File: config.mk
export PLATFORM = sky130hd
export DESIGN_NAME = pc_flag_ctrl
export DESIGN_NICKNAME = d
export VERILOG_FILES = /design/src/rtl/pc_flag_ctrl_pkg.sv /design/src/rtl/pc_flag_ctrl_branch_cond_eval.sv /design/src/rtl/pc_flag_ctrl.sv
export SDC_FILE = /design/constraint.sdc
export NUM_CORES = 1
export LEC_CHECK = 0
export ABC_AREA = 1
export BUFFER_PORTS_ARGS = -buffer_cell sky130_fd_sc_hd__buf_2
export CELL_PAD_IN_SITES_DETAIL_PLACEMENT = 2
export CELL_PAD_IN_SITES_GLOBAL_PLACEMENT = 2
export CORE_MARGIN = 4
export CORE_UTILIZATION = 31
export CTS_CLUSTER_SIZE = 24
export DETAILED_ROUTE_END_ITERATION = 7
export PLACE_DENSITY_LB_ADDON = 0.1
export SYNTH_ARGS = -nofsm -noshare
export SYNTH_HDL_FRONTEND = slang
export SYNTH_SLANG_ARGS = --single-unit
File: constraint.sdc
create_clock -name clk -period 5.8 [get_ports clk]
set_input_delay 0.58 -clock clk [delete_from_list [all_inputs] [get_ports clk]]
set_output_delay 0.58 -clock clk [all_outputs]
set_load 0.01 [all_outputs]
File: src/rtl/pc_flag_ctrl_pkg.sv
// Shared constants for the PC/flag controller: opcodes, branch conditions,
// flag bit positions and the controller FSM state type.
package pc_flag_ctrl_pkg;

  localparam logic [3:0] OP_ADD = 4'd0;
  localparam logic [3:0] OP_SUB = 4'd1;
  localparam logic [3:0] OP_XOR = 4'd2;
  localparam logic [3:0] OP_RED = 4'd3;
  localparam logic [3:0] OP_SLL = 4'd4;
  localparam logic [3:0] OP_SRA = 4'd5;
  localparam logic [3:0] OP_ROR = 4'd6;
  localparam logic [3:0] OP_B   = 4'd12;
  localparam logic [3:0] OP_BR  = 4'd13;
  localparam logic [3:0] OP_PCS = 4'd14;
  localparam logic [3:0] OP_HLT = 4'd15;

  localparam logic [2:0] CC_NE   = 3'd0;
  localparam logic [2:0] CC_EQ   = 3'd1;
  localparam logic [2:0] CC_GT   = 3'd2;
  localparam logic [2:0] CC_LT   = 3'd3;
  localparam logic [2:0] CC_GE   = 3'd4;
  localparam logic [2:0] CC_LE   = 3'd5;
  localparam logic [2:0] CC_OVFL = 3'd6;
  localparam logic [2:0] CC_UNC  = 3'd7;

  localparam int FLAG_N = 2;
  localparam int FLAG_V = 1;
  localparam int FLAG_Z = 0;

  typedef enum logic {
    ST_RUN  = 1'b0,
    ST_HALT = 1'b1
  } state_t;

endpackage

File: src/rtl/pc_flag_ctrl_branch_cond_eval.sv
// Combinational branch condition evaluator over the {N,V,Z} flag register.
module branch_cond_eval
  import pc_flag_ctrl_pkg::*;
(
  input  logic [2:0] cond,
  input  logic [2:0] flags,
  output logic       taken
);

  logic n, v, z;

  assign n = flags[FLAG_N];
  assign v = flags[FLAG_V];
  assign z = flags[FLAG_Z];

  always_comb begin
    taken = 1'b0;
    unique case (cond)
      CC_NE:   taken = ~z;
      CC_EQ:   taken = z;
      CC_GT:   taken = ~z & ~n;
      CC_LT:   taken = n;
      CC_GE:   taken = z | (~z & ~n);
      CC_LE:   taken = n | z;
      CC_OVFL: taken = v;
      CC_UNC:  taken = 1'b1;
      default: taken = 1'b0;
    endcase
  end

endmodule

File: src/rtl/pc_flag_ctrl.sv
// Program counter and architectural {N,V,Z} flag owner with RUN/HALT control.
// Optional taken-branch counter enabled by `define PC_FLAG_CTRL_PERF_CNT_EN.
module pc_flag_ctrl
  import pc_flag_ctrl_pkg::*;
#(
  parameter logic [15:0] RESET_PC = 16'h0000,
  parameter int          PC_STEP  = 2
) (
  input  logic        clk,
  input  logic        rst_n,
  input  logic        instr_valid,
  input  logic        stall,
  input  logic [3:0]  opcode,
  input  logic [2:0]  cond,
  input  logic [8:0]  imm9,
  input  logic [15:0] br_target,
  input  logic [2:0]  alu_flag,
  output logic [15:0] pc,
  output logic [2:0]  flags,
  output logic        branch_taken,
`ifdef PC_FLAG_CTRL_PERF_CNT_EN
  output logic [15:0] taken_cnt,
`endif
  output logic        halted
);

  localparam logic [15:0] STEP = 16'(PC_STEP);

  state_t      state_q, state_d;
  logic [15:0] pc_q, pc_d;
  logic [2:0]  flags_q, flags_d;
  logic        branch_taken_q, branch_taken_d;

  logic        retire;
  logic        cond_taken;
  logic        br_taken;
  logic [15:0] pc2;
  logic [15:0] b_offset;

  // Condition uses the flags as they stood before this instruction writes them.
  branch_cond_eval u_cond (
    .cond  (cond),
    .flags (flags_q),
    .taken (cond_taken)
  );

  assign retire   = instr_valid & ~stall & (state_q == ST_RUN);
  assign pc2      = pc_q + STEP;
  assign b_offset = {{6{imm9[8]}}, imm9, 1'b0};
  assign br_taken = retire & cond_taken & ((opcode == OP_B) | (opcode == OP_BR));

  always_comb begin
    state_d        = state_q;
    pc_d           = pc_q;
    flags_d        = flags_q;
    branch_taken_d = 1'b0;

    if (retire) begin
      unique case (opcode)
        OP_ADD, OP_SUB: flags_d = alu_flag;
        OP_XOR, OP_RED, OP_SLL, OP_SRA, OP_ROR:
          flags_d[FLAG_Z] = alu_flag[FLAG_Z];
        default: flags_d = flags_q;
      endcase

      unique case (opcode)
        OP_B:    pc_d = cond_taken ? (pc2 + b_offset) : pc2;
        OP_BR:   pc_d = cond_taken ? br_target : pc2;
        OP_HLT: begin
          pc_d    = pc_q;
          state_d = ST_HALT;
        end
        default: pc_d = pc2;
      endcase

      branch_taken_d = br_taken;
    end
  end

  always_ff @(posedge clk or negedge rst_n) begin
    if (!rst_n) begin
      state_q        <= ST_RUN;
      pc_q           <= RESET_PC;
      flags_q        <= 3'b000;
      branch_taken_q <= 1'b0;
    end else begin
      state_q        <= state_d;
      pc_q           <= pc_d;
      flags_q        <= flags_d;
      branch_taken_q <= branch_taken_d;
    end
  end

  assign pc           = pc_q;
  assign flags        = flags_q;
  assign branch_taken = branch_taken_q;
  assign halted       = (state_q == ST_HALT);

`ifdef PC_FLAG_CTRL_PERF_CNT_EN
  logic [15:0] taken_cnt_q, taken_cnt_d;

  // Saturating; br_taken already excludes HALT through retire.
  always_comb begin
    taken_cnt_d = taken_cnt_q;
    if (br_taken && (taken_cnt_q != 16'hFFFF)) begin
      taken_cnt_d = taken_cnt_q + 16'd1;
    end
  end

  always_ff @(posedge clk or negedge rst_n) begin
    if (!rst_n) begin
      taken_cnt_q <= 16'h0000;
    end else begin
      taken_cnt_q <= taken_cnt_d;
    end
  end

  assign taken_cnt = taken_cnt_q;
`endif

endmodule

==> qor.txt, run 1 <==
RUN STATUS
-----------------------------------------------------------------------------------------------
Run status                                                                            completed

GLOBAL ROUTE
-----------------------------------------------------------------------------------------------
Met2 demand-to-capacity share in global routing                                          0.3728
Initial antenna violation count                                                               0
Most used routing layer                                                                    met2
All-Layer GR Usage                                                                       0.2092
Remaining global-route overflow                                                               0
Met1 usage in global routing                                                             0.2741
Wire length of the first global-routing pass                                          16,430 um
Number of global-route vias before repair                                                 3,233
Met3 Use GR                                                                             0.02500
Largest net degree at the start of global routing                                            23

CRITICAL PATH
-----------------------------------------------------------------------------------------------
Worst Path Class, Setup                                                            flop to flop
Signal arrival time at the worst endpoint                                               3.27 ns
Required time of the critical path                                                      5.96 ns
Largest fanout on the critical path                                                           7
Endpoint type of the worst setup path                                                      flop
Slack of the worst reg-to-reg path                                                      2.69 ns
Critical path launch point type                                                            flop

SYNTH
-----------------------------------------------------------------------------------------------
Cell Area, Synth                                                                      2525 um^2
Number of cells produced by synthesis                                                       405
Net count after synthesis                                                                   461
Syn_area_per_cell                                                                    6.234 um^2
Main synth FF type                                                                 sky130_fd_sc_hd__dfrtp_1
Count of cell types in the netlist                                                           40
Synthesis-stage register bit count                                                           21
Sequential area share after synthesis                                                    0.2081
Async set-reset flop share out of synthesis                                               1.000
Number of enable flip-flop cells after synthesis                                              0
Warning count from the yosys run                                                              0

PLACE
-----------------------------------------------------------------------------------------------
Input/output buffers                                                                         59
Setup slack at placement                                                               2.719 ns
Hpwl dp                                                                                 8268 um
Final weighted congestion of routability-driven global placement                         0.7850

FLOORPLANNING
-----------------------------------------------------------------------------------------------
Floorplan die width                                                                    98.25 um
Starting utilization of the core area                                                    0.3234
Total core area                                                                       7807 um^2
Number of top-level pins                                                                     60
Cell row count                                                                               32
Die Footprint                                                                         9653 um^2
Die height                                                                             98.25 um

STA
-----------------------------------------------------------------------------------------------
Post-Route Skew                                                                      0.01490 ns
Final Setup Violations                                                                        0
Unrepaired setup endpoints after global routing                                           false
Max-slew headroom at the worst pin                                                       0.6232
Total negative slack                                                                       0 ns
Max Clk Rate                                                                          321.7 MHz
Final slew viol count                                                                         0
Worst setup slack after layout                                                         2.692 ns
Final Hold Viols                                                                              0
Worst Max-Slew Pin Slew                                                               0.5652 ns
Post-route fraction of the period consumed by the critical path                          0.5359
Post-layout min period                                                                 3.108 ns

POWER AND IR DROP
-----------------------------------------------------------------------------------------------
Worst voltage drop across the vdd grid                                                0.2727 mV
Proportion of power drawn by flip-flops and latches                                       0.184
Net Sw Frac                                                                              0.5763
Portion of total power attributed to combinational logic                                  0.746
Clock network fraction of total power                                                     0.070
Net switching power                                                                   0.8939 mW
Reported leakage power                                                                 1.521 nW
Power density over the cells                                                       521.8 nW/um^2
Internal power component                                                              0.6573 mW

CLOCK NETWORK
-----------------------------------------------------------------------------------------------
Clock insertion delay at the later pin of the skew report                               0.28 ns
CTS sink count                                                                               21
Buffers inserted by post-CTS timing repair                                                    0
Root buf cell                                                                      sky130_fd_sc_hd__clkbuf_8
Hold Buf Count CTS                                                                            0
Clock tree from TritonCTS                                                                   yes
H-tree levels                                                                                 1
TritonCTS Buffers                                                                             3
Clock input transition at the sequential cells of the worst setup and hold paths        0.10 ns
Resize count post-CTS                                                                         0
Number of buffers between clock root and the deepest sink                                     2

FINAL LAYOUT
-----------------------------------------------------------------------------------------------
Number of inserted diodes                                                                     0
Filler cells                                                                              1,018
Post-layout nets                                                                            521
Storage element area                                                                 525.5 um^2
Area growth, synth to finish                                                             17.74%
Layout cell share with drive strength beyond 1                                           0.1983
Area occupied by multi-input gates                                                    1758 um^2

ROUTE
-----------------------------------------------------------------------------------------------
Detailed-route via count                                                                  2,894
Initial DRC count                                                                            54
Detailed Route WL                                                                     10,060 um
DRC violations left                                                                           0
Detailed-routing iteration count for the pre-antenna-repair pass                              4
Avg Vias per Cell                                                                         5.113
Final routed wire length divided by cell count                                         17.78 um
Number of routed nets with antenna violations                                                 0

MIN PATH
-----------------------------------------------------------------------------------------------
Worst min-delay path class                                                         input pin to async pin

FLOW RUN
-----------------------------------------------------------------------------------------------
Max-Cap Viols                                                                                 0

[Yosys cell counts (2+ instances only)]
cell,number,area share
sky130_fd_sc_hd__a21o_1,2,0.0059
sky130_fd_sc_hd__a21oi_1,32,0.063
sky130_fd_sc_hd__a21oi_2,2,0.0069
sky130_fd_sc_hd__a22oi_1,3,0.0089
sky130_fd_sc_hd__a31oi_1,2,0.0050
sky130_fd_sc_hd__buf_2,4,0.0079
sky130_fd_sc_hd__buf_4,2,0.0059
sky130_fd_sc_hd__dfrtp_1,21,0.21
sky130_fd_sc_hd__ha_1,16,0.079
sky130_fd_sc_hd__inv_1,50,0.074
sky130_fd_sc_hd__inv_2,2,0.0030
sky130_fd_sc_hd__nand2_1,119,0.18
sky130_fd_sc_hd__nand2_2,2,0.0050
sky130_fd_sc_hd__nand3_1,36,0.071
sky130_fd_sc_hd__nand3b_1,2,0.0059
sky130_fd_sc_hd__nand4_1,3,0.0074
sky130_fd_sc_hd__nor2_1,46,0.068
sky130_fd_sc_hd__nor2_2,3,0.0074
sky130_fd_sc_hd__nor2_4,2,0.0089
sky130_fd_sc_hd__nor3_1,5,0.0099
sky130_fd_sc_hd__nor3_2,2,0.0079
sky130_fd_sc_hd__o211ai_1,3,0.0089
sky130_fd_sc_hd__o21ai_0,14,0.028
sky130_fd_sc_hd__o21ai_1,3,0.0059
sky130_fd_sc_hd__o21ai_2,3,0.010
sky130_fd_sc_hd__o21bai_1,2,0.0059
sky130_fd_sc_hd__xnor2_1,7,0.024
sky130_fd_sc_hd__xor2_1,5,0.017
[power groups by stage]
stage	Sequential (mW)	Combinational, mW	Clock [mW]
2_1_floorplan	0.292	0.789	0
3_3_place_gp	0.285	1.11	0
3_5_place_dp	0.290	1.16	0
4_1_cts	0.286	1.17	0.111
5_1_grt	0.296	1.31	0.119
6_report	0.285	1.16	0.109
[final timing paths]
check,end,depth (start not counted),startpoint
min in group clk,pc[0]$_DFFE_PN0P_,2,pc[0]$_DFFE_PN0P_
max,pc[14]$_DFFE_PN0P_,17,pc[1]$_DFFE_PN0P_
max reg2reg,pc[14]$_DFFE_PN0P_,17,pc[1]$_DFFE_PN0P_
max in group asynchronous,flags[1]$_DFFE_PN0P_,1,rst_n
min,pc[7]$_DFFE_PN0P_,1,rst_n
min reg2reg,pc[0]$_DFFE_PN0P_,2,pc[0]$_DFFE_PN0P_
[worst max-delay path, cell delays in order (launching register included)]
cell and delay, ns:
sky130_fd_sc_hd__dfrtp_1 0.47, sky130_fd_sc_hd__ha_1 0.28, sky130_fd_sc_hd__inv_1 0.09, sky130_fd_sc_hd__nor2_1 0.30, sky130_fd_sc_hd__nand2_1 0.11, sky130_fd_sc_hd__o21ai_0 0.19, sky130_fd_sc_hd__inv_1 0.09, sky130_fd_sc_hd__ha_1 0.33
sky130_fd_sc_hd__a21oi_1 0.31, sky130_fd_sc_hd__nor2_1 0.08, sky130_fd_sc_hd__nor2_1 0.19, sky130_fd_sc_hd__nor2_1 0.07, sky130_fd_sc_hd__nor2_1 0.13, sky130_fd_sc_hd__nand2_1 0.08, sky130_fd_sc_hd__nand2_1 0.06, sky130_fd_sc_hd__nand3_1 0.06
sky130_fd_sc_hd__nand3_1 0.09, sky130_fd_sc_hd__a21oi_1 0.06
[per-stage QoR]
| stage | instance area (um^2) | hold slack [ns] | cells | util | total power [mW] |
|---|---|---|---|---|---|
| finish | 2973 | 0.2838 | 566 | 0.3808 | 1.551 |
| global route | 2973 | 0.3064 | 566 | 0.3808 | 1.724 |
| CTS | 2973 | 0.3015 | 566 | 0.3808 | 1.570 |
| detailed placement | 2924 | 0.5158 | 562 | 0.3745 | 1.452 |
| global placement | 2924 | 0.4846 | 562 | 0.3745 | 1.399 |
| floorplan | 2525 | 0.2844 | 405 | - | 1.081 |
[layout make-up]
| cell class | count | area share |
|---|---|---|
| timing repair buffer | 62 | 0.1069 |
| multi-input combinational | 325 | 0.5913 |
| tap | 102 | 0.04293 |
| inverter | 52 | 0.06566 |
| clock buffer | 3 | 0.01389 |
| sequential | 21 | 0.1768 |
| clock inverter | 1 | 0.002525 |
[per-layer routing]
layer  routed length, um  vias to the layer above
met4                 128                        0
met3                 262                        8
met1                4765                     1404
met5                   0                        -
met2                4906                       46
li1                    -                     1436
[cells by family (layout without fill, tap and decap cells)]
family | after synthesis | in the layout | synth area share
multiplexers | 1 | 1 | 0.004460
buffers and inverters | 59 | 118 | 0.09564
flip-flops | 21 | 21 | 0.2081
adder cells (fa/ha/maj) | 17 | 17 | 0.08721
XOR/XNOR | 13 | 13 | 0.04807
AND/OR/NAND/NOR | 225 | 225 | 0.3915
AO/OA/AOI/OAI | 69 | 69 | 0.1650
[state kept, by name, summed over array words and instances, names as in the netlist]
| name | cells |
|---|---|
| branch_taken | 1 |
| flags | 3 |
| halted | 1 |
| pc | 16 |
[placed cells by master (no fill, tap or decap), drive strengths merged, types with 16 or more instances in the layout]
master and instances:
nand2 122, buf 62, inv 52, nor2 51, nand3 37, a21oi 35, dfrtp 21, o21ai 20
ha 16
Note: power is estimated with default switching activity, not from simulation.
==> run 2, diff against run 1 <==
--- a/config.mk
+++ b/config.mk
@@ -10,7 +10,7 @@
 export CELL_PAD_IN_SITES_DETAIL_PLACEMENT = 2
 export CELL_PAD_IN_SITES_GLOBAL_PLACEMENT = 2
 export CORE_MARGIN = 4
-export CORE_UTILIZATION = 31
+export CORE_UTILIZATION = 26
 export CTS_CLUSTER_SIZE = 24
 export DETAILED_ROUTE_END_ITERATION = 7
 export PLACE_DENSITY_LB_ADDON = 0.1
==> constraint.sdc (replaced) <==
create_clock -name clk -period 2.6 [get_ports clk]
set_input_delay 0.26 -clock clk [delete_from_list [all_inputs] [get_ports clk]]
set_output_delay 0.26 -clock clk [all_outputs]
set_load 0.01 [all_outputs]
==> run 2 against run 1 <==
Effect of this change: the run now ends with negative setup slack left; routed wire length is 19% higher; clock skew decreased by 0.0041 ns; register-to-register slack lost 2.8 ns; flip-flop and latch count is the same; critical path depth is the same; core utilization up 2.2 points; first-iteration DRC count is 39% higher; power rose to 3.2 times the previous value; combinational power grew to 3.5 times the previous value; global-route usage fell by 1.3 points.
==> qor.txt, run 2 (same netlist as run 1, synthesis figures left out) <==
GLOBAL ROUTE
-----------------------------------------------------------------------------------------------
Wire length of the first global-routing pass                                          17,390 um
Initial antenna violation count                                                               0
Largest net degree at the start of global routing                                            22
Number of global-route vias before repair                                                 3,277
Remaining global-route overflow                                                               0
All-Layer GR Usage                                                                       0.1964

PLACE
-----------------------------------------------------------------------------------------------
Input/output buffers                                                                         59
Setup slack at placement                                                             -0.1376 ns
Hpwl dp                                                                                 8967 um
Final weighted congestion of routability-driven global placement                         0.8223

CRITICAL PATH
-----------------------------------------------------------------------------------------------
Slack of the worst reg-to-reg path                                                     -0.07 ns
Startpoint of the lowest-slack register-to-register path                           pc[1]$_DFFE_PN0P_
End of the worst register-to-register path                                         pc[13]$_DFFE_PN0P_
Cell depth of the worst flop-to-flop path                                                    17
Signal arrival time at the worst endpoint                                               2.83 ns
Endpoint type of the worst setup path                                                      flop
Largest fanout on the critical path                                                           3
Required time of the critical path                                                      2.76 ns
Worst Path Class, Setup                                                            flop to flop
Critical path launch point type                                                            flop

STA
-----------------------------------------------------------------------------------------------
Post-layout min period                                                                 2.668 ns
Final Setup Violations                                                                        3
Final slew viol count                                                                         0
Worst setup slack after layout                                                      -0.06770 ns
Max Clk Rate                                                                          374.9 MHz
Total negative slack                                                                 -0.1423 ns
Worst Max-Slew Pin Slew                                                               0.8021 ns
Unrepaired setup endpoints after global routing                                            true
Max-slew headroom at the worst pin                                                       0.4652
Final hold slack                                                                      0.2030 ns
Final Hold Viols                                                                              0
Post-route fraction of the period consumed by the critical path                           1.026
Post-Route Skew                                                                      0.01080 ns

RUN STATUS
-----------------------------------------------------------------------------------------------
Failing checks                                                                     negative setup slack
Run status                                                                         complete, but fails checks

MIN PATH
-----------------------------------------------------------------------------------------------
Worst Hold Path EP                                                                 flags[1]$_DFFE_PN0P_
Worst min-delay path class                                                         input pin to flop
Hold Path Stages                                                                              2
Start point of the worst min-delay path                                             alu_flag[1]

CLOCK NETWORK
-----------------------------------------------------------------------------------------------
Root buf cell                                                                      sky130_fd_sc_hd__clkbuf_8
TritonCTS Buffers                                                                             3
H-tree levels                                                                                 1
Clock tree from TritonCTS                                                                   yes
Clock insertion delay at the later pin of the skew report                               0.28 ns
Clock input transition at the sequential cells of the worst setup and hold paths        0.10 ns
CTS sink count                                                                               21
Number of buffers between clock root and the deepest sink                                     2

ROUTE
-----------------------------------------------------------------------------------------------
Number of routed nets with antenna violations                                                 0
Detailed-route via count                                                                  3,150
Detailed Route WL                                                                     11,930 um
Detailed-routing iteration count for the pre-antenna-repair pass                              4
Final routed wire length divided by cell count                                         18.79 um
Avg Vias per Cell                                                                         4.961
DRC violations left                                                                           0
Initial DRC count                                                                            75

FLOORPLANNING
-----------------------------------------------------------------------------------------------
Number of top-level pins                                                                     60
Cell row count                                                                               35
Starting utilization of the core area                                                    0.2707
Floorplan die width                                                                    106.5 um
Die height                                                                             106.5 um
Die Footprint                                                                       11,350 um^2
Total core area                                                                       9328 um^2

POWER AND IR DROP
-----------------------------------------------------------------------------------------------
Worst voltage drop across the vdd grid                                                0.4501 mV
Power consumption                                                                      4.905 mW
Reported leakage power                                                                 1.771 nW
Power density over the cells                                                       1304 nW/um^2

FLOW RUN
-----------------------------------------------------------------------------------------------
Max-Cap Viols                                                                                 0

FINAL LAYOUT
-----------------------------------------------------------------------------------------------
Post-layout nets                                                                            563
Number of flip-flops in the largest register                                                 16
Filler cells                                                                              1,140
Number of inserted diodes                                                                     0
Commonest non-fill, non-tap cells in the layout                                    sky130_fd_sc_hd__nand2_1, sky130_fd_sc_hd__buf_2, sky130_fd_sc_hd__buf_4
Commonest non-fill, non-tap cell in the layout                                     sky130_fd_sc_hd__nand2_1
Layout cell share with drive strength beyond 1                                           0.4170
Area growth, synth to finish                                                             48.91%

run 2: cell types whose count changed in the layout (fill, tap and decap cells not counted), sizes merged:
cell | previous run | this run
buf | 62 | 103
dlygate4sd3 | 0 | 1
run 2: layout make-up:
cell class / count / area, um^2 / area share
Multi-Input combinational cell: 325 / 2167 / 0.5764
Tap cell: 129 / 161.4 / 0.04293
Clock buffer: 3 / 41.29 / 0.01098
Timing Repair Buffer: 104 / 648.1 / 0.1724
Sequential cell: 21 / 531.8 / 0.1414
Inverter: 52 / 202.7 / 0.05391
Clock inverter: 1 / 7.507 / 0.001997
run 2: routing by layer:
metal	global-route usage	vias up	share of wire
li1	-	1520	-
met1	0.2600	1570	0.45
met2	0.3507	52	0.52
met3	0.01882	8	0.026
met4	0.03288	0	0.010
met5	0	-	0
run 2: repair_timing:
item                       CTS  global route
pin swaps                    3            27
hold endpoints to repair    21             0
setup endpoints to repair    8            10
resized for setup           23            82
hold buffers                 1             0
buffers inserted             3            11
run 2: worst max path at each step:
stage,startpoint,end,slack (ns),depth (start not counted)
after floorplan,pc[1]$_DFFE_PN0P_,pc[14]$_DFFE_PN0P_,0.05,16
after global placement,pc[3]$_DFFE_PN0P_,pc[7]$_DFFE_PN0P_,-0.09,12
after detailed placement,pc[2]$_DFFE_PN0P_,pc[14]$_DFFE_PN0P_,-0.14,16
after CTS,pc[2]$_DFFE_PN0P_,pc[14]$_DFFE_PN0P_,-0.009,17
after global routing,pc[1]$_DFFE_PN0P_,pc[13]$_DFFE_PN0P_,-0.19,17
final,pc[1]$_DFFE_PN0P_,pc[13]$_DFFE_PN0P_,-0.07,17
run 2: metrics by stage:
step	std cells	instance area (um^2)	utilization
after detailed placement	616	3161	0.3388
after global placement	616	3161	0.3388
after CTS	624	3328	0.3568
final	635	3760	0.4031
after global routing	635	3760	0.4031
after floorplan	405	2525	-
run 2: critical path, stage by stage, from the launching register on:
cell and delay [ns]:
sky130_fd_sc_hd__dfrtp_1 0.46, sky130_fd_sc_hd__ha_4 0.19, sky130_fd_sc_hd__inv_4 0.05, sky130_fd_sc_hd__nor2_4 0.12
sky130_fd_sc_hd__buf_4 0.13, sky130_fd_sc_hd__nand2_1 0.06, sky130_fd_sc_hd__xor2_1 0.21, sky130_fd_sc_hd__inv_2 0.09
sky130_fd_sc_hd__ha_1 0.22, sky130_fd_sc_hd__a21oi_2 0.16, sky130_fd_sc_hd__buf_4 0.13, sky130_fd_sc_hd__nor2_1 0.04
sky130_fd_sc_hd__nor2_1 0.21, sky130_fd_sc_hd__nand2_1 0.10, sky130_fd_sc_hd__nand2_1 0.08, sky130_fd_sc_hd__nand3_1 0.08
sky130_fd_sc_hd__nand3_1 0.15, sky130_fd_sc_hd__a22oi_2 0.06
run 2: power by group:
group	internal (mW)	switching (mW)
sequential	0.455	0.168
combinational	1.72	2.31
clock	0.109	0.143
==> run 3, diff against run 2 <==
--- a/config.mk
+++ b/config.mk
@@ -13,6 +13,7 @@
 export CORE_UTILIZATION = 26
 export CTS_CLUSTER_SIZE = 24
 export DETAILED_ROUTE_END_ITERATION = 7
+export MAX_ROUTING_LAYER = met4
 export PLACE_DENSITY_LB_ADDON = 0.1
 export SYNTH_ARGS = -nofsm -noshare
 export SYNTH_HDL_FRONTEND = slang
==> run 3 against run 2 <==
Effect of this change: the flow still finishes with violations (negative setup slack); worst hold slack got worse by 0.0015 ns; critical path depth unchanged; final area about the same; via count unchanged; cell count unchanged; sequential share of layout area about the same; clock power increased by 2%; clock skew decreased by 0.0031 ns; register-to-register slack about the same; power about the same; largest power group unchanged; highest routed layer unchanged; combinational power about the same.
==> qor.txt, run 3 (same netlist as run 1, synthesis figures left out) <==
FINAL LAYOUT
-----------------------------------------------------------------------------------------------
Commonest non-fill, non-tap cells in the layout                                    sky130_fd_sc_hd__nand2_1, sky130_fd_sc_hd__buf_2, sky130_fd_sc_hd__buf_4
Commonest non-fill, non-tap cell in the layout                                     sky130_fd_sc_hd__nand2_1
Area growth, synth to finish                                                             48.81%
Storage element area                                                                 531.8 um^2
Filler cells                                                                              1,141
Final cell area excluding filler cells                                                3757 um^2
Layout cell share with drive strength beyond 1                                           0.4150
Number of flip-flops in the largest register                                                 16
Post-layout nets                                                                            563
Number of inserted diodes                                                                     0
Final core utilization                                                                   0.4028
Final standard cell count with taps included and fillers excluded                           635
Area occupied by multi-input gates                                                    2165 um^2

GLOBAL ROUTE
-----------------------------------------------------------------------------------------------
Remaining global-route overflow                                                               0
All-Layer GR Usage                                                                       0.2016
Initial antenna violation count                                                               0
Largest net degree at the start of global routing                                            22
Number of global-route vias before repair                                                 3,280
Wire length of the first global-routing pass                                          17,390 um

MIN PATH
-----------------------------------------------------------------------------------------------
Hold Path Stages                                                                              2
Worst min-delay path class                                                         input pin to flop

PLACE
-----------------------------------------------------------------------------------------------
Hpwl dp                                                                                 8967 um
Placed Area                                                                           3161 um^2
Input/output buffers                                                                         59
Setup slack at placement                                                             -0.1376 ns
Final weighted congestion of routability-driven global placement                         0.8347
DP Cell Count                                                                               616

STA
-----------------------------------------------------------------------------------------------
Unrepaired setup endpoints after global routing                                            true
Post-Route Skew                                                                     0.007719 ns
Total negative slack                                                                 -0.1202 ns
Worst setup slack after layout                                                      -0.06218 ns
Worst Max-Slew Pin Slew                                                               0.7837 ns
Final Hold Viols                                                                              0
Post-layout min period                                                                 2.662 ns
Post-route fraction of the period consumed by the critical path                           1.024
Final Setup Violations                                                                        3
Max Clk Rate                                                                          375.6 MHz
Final slew viol count                                                                         0
Max-slew headroom at the worst pin                                                       0.4774
Final hold slack                                                                      0.2014 ns

ROUTE
-----------------------------------------------------------------------------------------------
Avg Vias per Cell                                                                         4.961
Detailed-route via count                                                                  3,150
Number of routed nets with antenna violations                                                 0
Final routed wire length divided by cell count                                         18.79 um
Detailed-routing iteration count for the pre-antenna-repair pass                              4
DRC violations left                                                                           0
Detailed Route WL                                                                     11,930 um
Initial DRC count                                                                            71

POWER AND IR DROP
-----------------------------------------------------------------------------------------------
Clock network fraction of total power                                                     0.052
Net Sw Frac                                                                              0.5347
Worst voltage drop across the vdd grid                                                0.4498 mV
Portion of total power attributed to combinational logic                                  0.820
Power density over the cells                                                       1304 nW/um^2
Net switching power                                                                    2.620 mW
Reported leakage power                                                                 1.771 nW
Internal power component                                                               2.280 mW
Power consumption                                                                      4.901 mW
Proportion of power drawn by flip-flops and latches                                       0.127

FLOORPLANNING
-----------------------------------------------------------------------------------------------
Cell row count                                                                               35
Number of top-level pins                                                                     60
Total core area                                                                       9328 um^2
Floorplan die width                                                                    106.5 um
Die height                                                                             106.5 um
Die Footprint                                                                       11,350 um^2
Starting utilization of the core area                                                    0.2707

CRITICAL PATH
-----------------------------------------------------------------------------------------------
Slowest stage cell, crit path                                                      sky130_fd_sc_hd__dfrtp_1
Stage delay of the slowest cell on the critical path                                    0.46 ns
Endpoint type of the worst setup path                                                      flop
Critical path launch point type                                                            flop
Worst Path Class, Setup                                                            flop to flop
Largest fanout on the critical path                                                           3
Cell depth of the worst flop-to-flop path                                                    17
Signal arrival time at the worst endpoint                                               2.83 ns
Chain of cells forming the critical path                                           ha_4 > inv_4 > nor2_4 > buf_4 > nand2_1 > xor2_1 > inv_2 > ha_1 > a21oi_2 > buf_4 > nor2_1 > nor2_1 > nand2_1 > nand2_1 > nand3_1 > nand3_1 > a22oi_2
Required time of the critical path                                                      2.76 ns
Cell occurring most often along the worst timing path                              sky130_fd_sc_hd__nand2_1

CLOCK NETWORK
-----------------------------------------------------------------------------------------------
Clock tree from TritonCTS                                                                   yes
CTS sink count                                                                               21
Number of buffers between clock root and the deepest sink                                     2
Root buf cell                                                                      sky130_fd_sc_hd__clkbuf_8
TritonCTS Buffers                                                                             3
Clock input transition at the sequential cells of the worst setup and hold paths        0.11 ns
Clock insertion delay at the later pin of the skew report                               0.28 ns
H-tree levels                                                                                 1

FLOW RUN
-----------------------------------------------------------------------------------------------
Max-Cap Viols                                                                                 0

RUN STATUS
-----------------------------------------------------------------------------------------------
Run status                                                                         complete, but fails checks
Failing checks                                                                     negative setup slack

run 3: cell counts in the layout (fill, tap and decap cells not counted):
No cell type changed its count.
run 3: repair_timing:
item	in CTS	in global routing
hold endpoints to repair	21	0
gates resized for setup	23	81
hold buffers	1	0
setup buffers	3	11
pin swaps	3	27
setup endpoints to repair	8	10
run 3: layer usage:
| layer | track usage | vias up | wire [um] |
|---|---|---|---|
| met4 | 0.03288 | 0 | 119 |
| met1 | 0.2604 | 1574 | 5299 |
| met2 | 0.3507 | 50 | 6191 |
| li1 | - | 1518 | - |
| met5 | - | - | 0 |
| met3 | 0.01761 | 8 | 319 |
run 3: power by group through the flow:
| stage | Sequential (mW) | Clock, mW | Combinational, mW |
|---|---|---|---|
| after floorplan | 0.652 | 0 | 1.76 |
| after global placement | 0.594 | 0 | 2.92 |
| after detailed placement | 0.604 | 0 | 3.02 |
| after CTS | 0.603 | 0.258 | 3.23 |
| after global routing | 0.642 | 0.276 | 4.41 |
| final | 0.625 | 0.257 | 4.02 |
run 3: layout make-up:
type                    count  area share
repair buffers            104      0.1725
well taps                 129     0.04296
clock inverters             1    0.001998
flip-flops and latches     21      0.1415
multi-input cells         325      0.5761
clock buffers               3     0.01099
inverters                  52     0.05395
run 3: critical path, delay by kind of cell (launching register included):
family | cells | cell delay (ns)
compound gates | 2 | 0.22
xor+xnor | 1 | 0.21
fa+ha+maj | 2 | 0.41
buf+inv | 4 | 0.41
flops | 1 | 0.46
simple gates | 8 | 0.85
run 3: path summary, 6_finish.rpt:
check                                  start                    to  slack, ns
setup / recovery           pc[1]$_DFFE_PN0P_    pc[13]$_DFFE_PN0P_      -0.06
hold / removal                   alu_flag[1]  flags[1]$_DFFE_PN0P_       0.20
max in group asynchronous              rst_n    pc[10]$_DFFE_PN0P_       1.66
hold reg to reg            pc[0]$_DFFE_PN0P_     pc[0]$_DFFE_PN0P_       0.52
min in group asynchronous              rst_n  flags[1]$_DFFE_PN0P_       0.51
setup reg to reg           pc[1]$_DFFE_PN0P_    pc[13]$_DFFE_PN0P_      -0.06
